$ cat src/rtl/sha1_pkg.sv
// Shared types and constants for the SHA-1 message sequencer.
package sha1_pkg;

    typedef enum logic [2:0] {
        ST_IDLE = 3'd0,
        ST_INIT = 3'd1,
        ST_FILL = 3'd2,
        ST_PAD  = 3'd3,
        ST_HASH = 3'd4,
        ST_DONE = 3'd5
    } sha1_ctrl_state_e;

    localparam int          BlockWords = 16;
    localparam logic [31:0] PadWord    = 32'h8000_0000;
    localparam int          LenWidth   = 64;

    // Byte counts above four on the last word mean a full word.
    function automatic logic [2:0] clamp_bytes(input logic [2:0] n);
        return (n > 3'd4) ? 3'd4 : n;
    endfunction

endpackage

$ cat src/rtl/sha1_last_word.sv
// Final message word: keeps the first n bytes, zeroes the rest and places the
// 0x80 terminator right after the data when it fits in this word.
module sha1_last_word
    import sha1_pkg::*;
(
    input  logic [31:0] data_i,
    input  logic [2:0]  bytes_i,
    output logic [31:0] word_o,
    output logic        pad_pending_o
);

    logic [2:0] n_s;

    // Byte 0 lives in [31:24]; a full word defers the terminator to the next word.
    always_comb begin
        n_s           = clamp_bytes(bytes_i);
        pad_pending_o = (n_s == 3'd4);
        word_o        = 32'h0000_0000;
        for (int b = 0; b < 4; b++) begin
            if (3'(b) < n_s) begin
                word_o[31-8*b -: 8] = data_i[31-8*b -: 8];
            end else if (3'(b) == n_s) begin
                word_o[31-8*b -: 8] = 8'h80;
            end else begin
                word_o[31-8*b -: 8] = 8'h00;
            end
        end
    end

endmodule

$ cat src/rtl/sha1_ctrl.sv
// SHA-1 message sequencer: packs a word stream into 512-bit blocks, applies
// padding and length, drives the core handshake and returns the final digest.
module sha1_ctrl
    import sha1_pkg::*;
#(
    parameter int BlockWidth  = 512,
    parameter int DigestWidth = 160
) (
    input  logic                   clk_i,
    input  logic                   rst_i,
    input  logic                   msg_valid_i,
    output logic                   msg_ready_o,
    input  logic [31:0]            msg_data_i,
    input  logic                   msg_last_i,
    input  logic [2:0]             msg_bytes_i,
    output logic                   busy_o,
    output logic [BlockWidth-1:0]  block_o,
    output logic                   enable_hash_o,
    output logic                   rst_hash_o,
    input  logic                   hold_i,
    input  logic                   idle_i,
    input  logic [DigestWidth-1:0] digest_i,
    input  logic                   digest_valid_i,
    output logic [DigestWidth-1:0] digest_o,
    output logic                   digest_valid_o,
    input  logic                   digest_ready_i
);

    sha1_ctrl_state_e state_q, state_d;
    logic [3:0]                        idx_q, idx_d;
    logic [LenWidth-1:0]               len_q, len_d;
    logic                              pad_pending_q, pad_pending_d;
    logic                              len_fits_q, len_fits_d;
    logic                              final_q, final_d;
    logic                              pad_started_q, pad_started_d;
    logic                              enable_sent_q, enable_sent_d;
    logic                              enable_q, enable_d;
    logic                              rst_hash_q, rst_hash_d;
    logic [BlockWords-1:0][31:0]       block_q, block_d;
    logic [DigestWidth-1:0]            digest_q, digest_d;

    logic        wr_en_s;
    logic [31:0] wr_word_s;
    logic [31:0] lw_word_s;
    logic        lw_pad_s;
    logic [2:0]  nb_s;

    sha1_last_word u_last_word (
        .data_i        (msg_data_i),
        .bytes_i       (msg_bytes_i),
        .word_o        (lw_word_s),
        .pad_pending_o (lw_pad_s)
    );

    assign nb_s           = clamp_bytes(msg_bytes_i);
    assign msg_ready_o    = (state_q == ST_FILL);
    assign busy_o         = (state_q != ST_IDLE);
    assign block_o        = block_q;
    assign enable_hash_o  = enable_q;
    assign rst_hash_o     = rst_hash_q;
    assign digest_o       = digest_q;
    assign digest_valid_o = (state_q == ST_DONE);

    // Next-state, block writes and handshake pulses.
    always_comb begin
        state_d       = state_q;
        idx_d         = idx_q;
        len_d         = len_q;
        pad_pending_d = pad_pending_q;
        len_fits_d    = len_fits_q;
        final_d       = final_q;
        pad_started_d = pad_started_q;
        enable_sent_d = enable_sent_q;
        block_d       = block_q;
        digest_d      = digest_q;
        enable_d      = 1'b0;
        rst_hash_d    = 1'b0;
        wr_en_s       = 1'b0;
        wr_word_s     = 32'h0000_0000;

        case (state_q)
            ST_IDLE: begin
                if (msg_valid_i) begin
                    state_d    = ST_INIT;
                    rst_hash_d = 1'b1;
                end else begin
                    state_d = ST_IDLE;
                end
            end
            ST_INIT: begin
                idx_d         = 4'd0;
                len_d         = 64'd0;
                pad_pending_d = 1'b0;
                len_fits_d    = 1'b0;
                final_d       = 1'b0;
                pad_started_d = 1'b0;
                enable_sent_d = 1'b0;
                state_d       = ST_FILL;
            end
            ST_FILL: begin
                if (msg_valid_i) begin
                    wr_en_s = 1'b1;
                    idx_d   = idx_q + 4'd1;
                    if (msg_last_i) begin
                        wr_word_s     = lw_word_s;
                        len_d         = len_q + {58'd0, nb_s, 3'd0};
                        pad_started_d = 1'b1;
                        pad_pending_d = lw_pad_s;
                        if (lw_pad_s) begin
                            len_fits_d = len_fits_q;
                        end else begin
                            len_fits_d = (idx_q <= 4'd13);
                        end
                        state_d = (idx_q == 4'd15) ? ST_HASH : ST_PAD;
                    end else begin
                        wr_word_s = msg_data_i;
                        len_d     = len_q + 64'd32;
                        if (idx_q == 4'd15) begin
                            final_d = 1'b0;
                            state_d = ST_HASH;
                        end else begin
                            state_d = ST_FILL;
                        end
                    end
                end else begin
                    state_d = ST_FILL;
                end
            end
            ST_PAD: begin
                wr_en_s = 1'b1;
                idx_d   = idx_q + 4'd1;
                if (pad_pending_q) begin
                    wr_word_s     = PadWord;
                    pad_pending_d = 1'b0;
                    len_fits_d    = (idx_q <= 4'd13);
                end else if (len_fits_q && (idx_q == 4'd14)) begin
                    wr_word_s = len_q[63:32];
                end else if (len_fits_q && (idx_q == 4'd15)) begin
                    wr_word_s = len_q[31:0];
                    final_d   = 1'b1;
                end else begin
                    wr_word_s = 32'h0000_0000;
                end
                state_d = (idx_q == 4'd15) ? ST_HASH : ST_PAD;
            end
            ST_HASH: begin
                // One enable per block; the digest pulse is only honoured after it.
                if (!enable_sent_q) begin
                    if (idle_i && !hold_i) begin
                        enable_d      = 1'b1;
                        enable_sent_d = 1'b1;
                    end else begin
                        enable_d = 1'b0;
                    end
                end else if (digest_valid_i) begin
                    enable_sent_d = 1'b0;
                    if (final_q) begin
                        digest_d = digest_i;
                        state_d  = ST_DONE;
                    end else if (pad_started_q) begin
                        len_fits_d = 1'b1;
                        idx_d      = 4'd0;
                        state_d    = ST_PAD;
                    end else begin
                        idx_d   = 4'd0;
                        state_d = ST_FILL;
                    end
                end else begin
                    state_d = ST_HASH;
                end
            end
            ST_DONE: begin
                if (digest_ready_i) begin
                    state_d = ST_IDLE;
                end else begin
                    state_d = ST_DONE;
                end
            end
            default: begin
                state_d = ST_IDLE;
            end
        endcase

        if (wr_en_s) begin
            block_d[4'd15 - idx_q] = wr_word_s;
        end else begin
            block_d = block_d;
        end
    end

    // State and datapath registers.
    always_ff @(posedge clk_i or posedge rst_i) begin
        if (rst_i) begin
            state_q       <= ST_IDLE;
            idx_q         <= 4'd0;
            len_q         <= 64'd0;
            pad_pending_q <= 1'b0;
            len_fits_q    <= 1'b0;
            final_q       <= 1'b0;
            pad_started_q <= 1'b0;
            enable_sent_q <= 1'b0;
            enable_q      <= 1'b0;
            rst_hash_q    <= 1'b0;
            block_q       <= '0;
            digest_q      <= '0;
        end else begin
            state_q       <= state_d;
            idx_q         <= idx_d;
            len_q         <= len_d;
            pad_pending_q <= pad_pending_d;
            len_fits_q    <= len_fits_d;
            final_q       <= final_d;
            pad_started_q <= pad_started_d;
            enable_sent_q <= enable_sent_d;
            enable_q      <= enable_d;
            rst_hash_q    <= rst_hash_d;
            block_q       <= block_d;
            digest_q      <= digest_d;
        end
    end

endmodule
$ cat config.mk
export PLATFORM = sky130hd
export DESIGN_NAME = sha1_ctrl
export DESIGN_NICKNAME = d
export VERILOG_FILES = /design/src/rtl/sha1_pkg.sv /design/src/rtl/sha1_last_word.sv /design/src/rtl/sha1_ctrl.sv
export SDC_FILE = /design/constraint.sdc
export NUM_CORES = 2
export LEC_CHECK = 0
export ABC_AREA = 1
export ABC_CLOCK_PERIOD_IN_PS = 32400
export CAP_MARGIN = 15
export CORE_AREA = 5 5 339 341
export DETAILED_ROUTE_END_ITERATION = 16
export DIE_AREA = 0 0 344 346
export MAX_ROUTING_LAYER = met4
export PLACE_DENSITY = 0.55
export SLEW_MARGIN = 40
export SYNTH_ARGS = -nofsm -noshare
export SYNTH_HDL_FRONTEND = slang
export SYNTH_HIERARCHICAL = 1
export SYNTH_SLANG_ARGS = --single-unit
$ cat constraint.sdc
create_clock -name clk_i -period 32.4 [get_ports clk_i]
set_clock_uncertainty 0.15 [all_clocks]
set_input_delay 3.24 -clock clk_i [delete_from_list [all_inputs] [get_ports clk_i]]
set_output_delay 3.24 -clock clk_i [all_outputs]
set_load 0.02 [all_outputs]
# Yosys cells after proc, flatten, opt, wreduce, memory -nomap -nowiden
# Index checks and enable logic that the tools add are counted.
[op_classes] add_sub_neg=4 order_cmp=8 eq_ne=24 mux=68 reduce_logical=21
[ops] op="$bwmux 512" count=1
[ops] op="$mux 32" count=6
[ops] op="$demux 32 s4" count=1
[ops] op="$mux 64" count=2
[ops] op="$pmux 64 s2" count=1
[ops] op="$add 64x6->64" count=1
[ops] op="$add 64x6->64 const B" count=1
[ops] op="$mux 8" count=8
[ops] op="$pmux 32 s2" count=1
[ops] op="$mux 1" count=27
[ops] op="$mux 3" count=9
[ops] op="$ne 2x2->1 const B" count=11
[ops] op="$pmux 3 s6" count=1
[ops] op="$mux 4" count=4
[ops] op="$pmux 4 s4" count=1
[ops] op="$eq 3x3->1 const B" count=3
[ops] op="$reduce_and 9->1" count=1
[ops] op="$eq 4x4->1 const B" count=2
[ops] op="$pmux 1 s2" count=4
[ops] op="$reduce_and 7->1" count=1
[ops] op="$eq 2x3->1 const A" count=2
[ops] op="$eq 3x2->1 const B" count=2
[ops] op="$logic_not 3->1" count=2
[ops] op="$lt 1x3->1 const A" count=2
[ops] op="other kinds (22)" count=31
[word_totals] register_bits=750 inputBits=203 out_inout_bits=677 word_cells=152

# Depth between registers and ports, before layout
[depth] word_depth=9 depth_mapped=16 ltp_nobuf=16

# Cells and area by module
# Netlist, hierarchy kept.
[modules_own_cells] mod="sha1_ctrl" n_inst=1 cells_per_inst=3558 area_per_inst_um2=31520.2 seq_area_each_um2=18692.9
[modules_own_cells] mod="sha1_last_word" n_inst=1 cells_per_inst=68 area_per_inst_um2=302.8 seq_area_each_um2=0.0

# Worst setup path after synthesis
# Ideal clock, no wire load.
[synth_timing] path_type="input to register" start="input port msg_bytes_i[0]" end="register len_q[51]" setup_time_ns=0.119 arrival_time_ns=4.856 required_ns=32.131 path_slack_ns=27.275 path_stages=15 path_buffers=0 cell_sequence="inv_1 -> nor2_1 -> ha_1 -> inv_1 -> fa_1 -> inv_1 -> nand3_1 -> nand3_1 -> nand2_1 -> inv_1 -> nand2_1 -> nor2_1 -> nand3_1 -> nand2_1 -> nor2_1"
[synth_via] elab_chain_len=6
[synth_lines] item="from (decl)" line_no="sha1_ctrl.sv:15" rtl="input logic [2:0] msg_bytes_i,"
[synth_lines] item="$gt 3x3->1" line_no="sha1_pkg.sv:19" rtl="return (n > 3'd4) ? 3'd4 : n;"
[synth_lines] item="$mux 3 (*)" line_no="sha1_pkg.sv:19"
[synth_lines] item="$add 64x6->64 (*)" line_no="sha1_ctrl.sv:106" rtl="len_d = len_q + {58'd0, nb_s, 3'd0};"
[synth_lines] item="$mux 64 (*)" line_no="sha1_ctrl.sv:104" rtl="if (msg_last_i) begin"
[synth_lines] item="$mux 64 (*)" line_no="sha1_ctrl.sv:101" rtl="if (msg_valid_i) begin"
[synth_lines] item="$pmux 64 s2 (*)" line_no="sha1_ctrl.sv:81" rtl="case (state_q)"
[synth_lines] item="to (signal assigned)" line_no="sha1_ctrl.sv:209" rtl="len_q <= len_d;"
[synth_lines] item="to (decl)" line_no="sha1_ctrl.sv:31" rtl="logic [LenWidth-1:0] len_q, len_d;"
# Every way passes the cells marked *; elsewhere a longest branch is shown, timed or not. The select of a mux whose other input is x is not followed.
# A chain may end at the register's enable or synchronous reset.

==> key figures <==
Worst setup path
  • Crit end category: async pin
  • Crit-path max FO: 99
  • Critical path class: primary input to async pin
  • CP arrival: 7060 ps
  • Worst setup SP type: primary input
  • Worst EP required: 32990 ps

Hold path
  • Tightest Hold Check Type: flop to flop

Route
  • DRT iter0 DRCs: 2519
  • DRC viols: 0
  • Drt pass-1 iters: 5
  • Post-DR wirelength/cell: 24.3 um
  • Detail Route Antenna Nets: 0
  • DR vias/cell: 4.65
  • Aggregate routed wire length: 147 mm
  • Vias post-DR: 28200

Floorplan
  • # rows: 123
  • Initial Util: 28.5%
  • Die height: 346 um
  • Total die area: 0.119 mm2
  • # IOs: 880
  • Core area: 0.112 mm2
  • Die extent in x: 344 um

Cells and area
  • Final cell count without fillers: 6061
  • Ratio of cells with drive above 1 in the final layout: 10.0%
  • Most frequent cells in the layout: nand2_1, clkdlybuf4s50_1, dfrtp_1
  • # fillers: 11000
  • Fin nets: 4694
  • Most common cell after layout, fill and taps aside: nand2_1
  • Storage cell area: 0.0187 mm2
  • Final instance area: 0.0458 mm2
  • Multi-input gate area: 0.0119 mm2
  • P&R area growth vs syn: 43.9%

Job
  • Maxcap violations: 0

Synth
  • Distinct cells, synth: 44
  • Synthesized cell area: 0.0318 mm2
  • Async set-reset flop share out of synthesis: 100%
  • Warnings from Yosys: 6
  • Ys flop type: dfrtp_1
  • Syn_area_per_cell: 8.78 um2
  • EDFF count, synth: 0
  • Synth Register Bits: 747
  • Syn Nets: 3838
  • Mapped Cells: 3626
  • Sequential-to-total area share from yosys stat: 58.7%

GRT
  • Vias in the first global route: 27400
  • Initial antenna violation count: 16
  • Grt ovf: 0
  • Wire length of the first global-routing pass: 209 mm
  • Largest net degree at the start of global routing: 152
  • GRT Total Usage: 24.7%

Clock network
  • Clock sink count: 747
  • Hold-fix buffers, CTS: 0
  • H-tree Lvls: 3
  • Reg clk slew, reported paths: 60 ps
  • # Post-CTS Setup Buffers: 0
  • CTS root buffer: clkbuf_16
  • CTS max path bufs: 3
  • Cts bufs inserted: 88
  • Post-cts repair resize count: 0
  • Worst-Skew Late Latency: 680 ps
  • CTS tree: done

Pwr
  • Gate power share: 31.6%
  • Total internal power: 2.10 mW
  • Max VDD drop: 41.9 uV
  • Sw Ratio: 36.3%
  • Part of the power in registers: 36.4%
  • PD cells: 72.1 mW/mm2
  • Leakage: 22.3 nW
  • Clock power share: 32.0%
  • Power, Total: 3.30 mW
  • Psw: 1.20 mW

STA
  • Worst-Margin Slew: 835 ps
  • TNS Setup: 0 ps
  • RSZ-0062 raised after global routing: false
  • Tmin final: 6470 ps
  • Final period util: 20.0%
  • Rel. slew slack: 44.2%
  • Final setup vio count: 0
  • Final Hold Viols: 0
  • Fmax: 0.155 GHz
  • Slew Limit Fails: 0

Placed design
  • Post-place instance area: 0.0427 mm2
  • GP Congestion: 0.990
  • IO Port Bufs: 879
  • Detailed Place HPWL: 107 mm
  • Placed cells: 5891

Run status
  • Status: finished clean
cells in the mapped netlist (2+ instances only):
cell type  count  share of area (%)
inv_2         21               0.25
o211ai_4      10               0.67
mux2_2       160                5.7
nor2_1       226                2.7
nand4_1       26               0.51
nor3b_1        3              0.071
inv_1        125                1.5
o22ai_1        3              0.059
o21ai_0       83                1.3
nor2_2         4              0.079
o21a_1         2              0.047
and2_1         3              0.059
nor2_4         3               0.11
nor2b_1        2              0.039
nand3b_1       4              0.094
buf_2         59               0.93
buf_1          3              0.035
o211ai_2      11               0.43
o2111ai_1      2              0.055
ha_1           8               0.31
clkbuf_1      90                1.1
a21oi_1       46               0.72
a21boi_0       7               0.17
nand2_1     1811                 21
nand2_2        3              0.059
buf_4         28               0.66
dfrtp_1      747                 59
nor3_1        21               0.33
nand3_1       98                1.5
mux2i_1        3              0.094
layout make-up:
cell class / count / area share (%)
antenna: 11 / 0.0601
tap: 1500 / 4.10
clock inverter: 37 / 1.17
inverter: 147 / 1.27
clock buffer: 121 / 5.54
multi-input combinational: 2551 / 26.0
sequential: 747 / 40.8
timing repair buffer: 947 / 21.1
power by group through the flow:
| stage | Sequential [mW] | Clock [mW] | Combinational, mW |
|---|---|---|---|
| 3_3_place_gp | 1.21 | 0 | 1.03 |
| 4_1_cts | 1.20 | 1.08 | 1.06 |
| 5_1_grt | 1.22 | 1.11 | 1.11 |
| 2_1_floorplan | 1.38 | 0 | 0.297 |
| 3_5_place_dp | 1.21 | 0 | 1.05 |
| 6_report | 1.20 | 1.06 | 1.04 |
worst max-delay path, stage by stage:
cell	delay, ps
clkdlybuf4s50_1	490
inv_8	550
buf_6	590
buf_4	700
buf_6	630
buf_6	600
sequential cells by signal, summed over array words and instances (netlist names):
name and cells:
len_q 61, final_q 1, state_q 3, block_o 512
len_fits_q 1, pad_pending_q 1, enable_sent_q 1, idx_q 4
enable_hash_o 1, rst_hash_o 1, pad_started_q 1, digest_o 160
per-stage QoR:
stage	hold WS [ps]	setup slack [ps]	util, %
2_1_floorplan	326	8050	-
3_3_place_gp	312	24300	37.7
3_5_place_dp	314	25120	38.2
4_1_cts	330	25870	41.0
5_1_grt	338	25410	41.0
6_report	326	25930	41.0
cells by family (layout without fill, tap and decap cells):
family	count (synthesis)	after routing	synth area share [%]
muxes	163	163	5.76
DFF	747	747	58.7
and+or+nand+nor	2207	2207	27.0
adders and majority gates	9	9	0.377
other	0	11	0
AOI/OAI and AO/OA	172	172	3.66
buffers and inverters	328	1252	4.45
worst paths after layout:
check	startpoint	end	slack [ps]	depth (start not counted)
worst max-delay path	rst_i	digest_o[132]	25930	6
worst min-delay path	block_o[502]	block_o[502]	330	2
worst max register to register	state_q[0]	block_o[450]	28690	8
worst min register to register	block_o[502]	block_o[502]	330	2
max in group clk_i	msg_valid_i	block_o[450]	26130	8
min in group asynchronous	rst_i	block_o[42]	2940	2
per-layer routing:
layer  share of wire, %  routed length (um)  GRT usage [%]  vias to the layer above
met1                 43               63300           32.8                    13900
li1                   -                   -              -                    13100
met4                2.7                3960           6.83                        0
met5                  0                   0              -                        -
met2                 46               67100           38.1                     1096
met3                8.6               12700           5.81                      181
(Power assumes the default switching activity.)
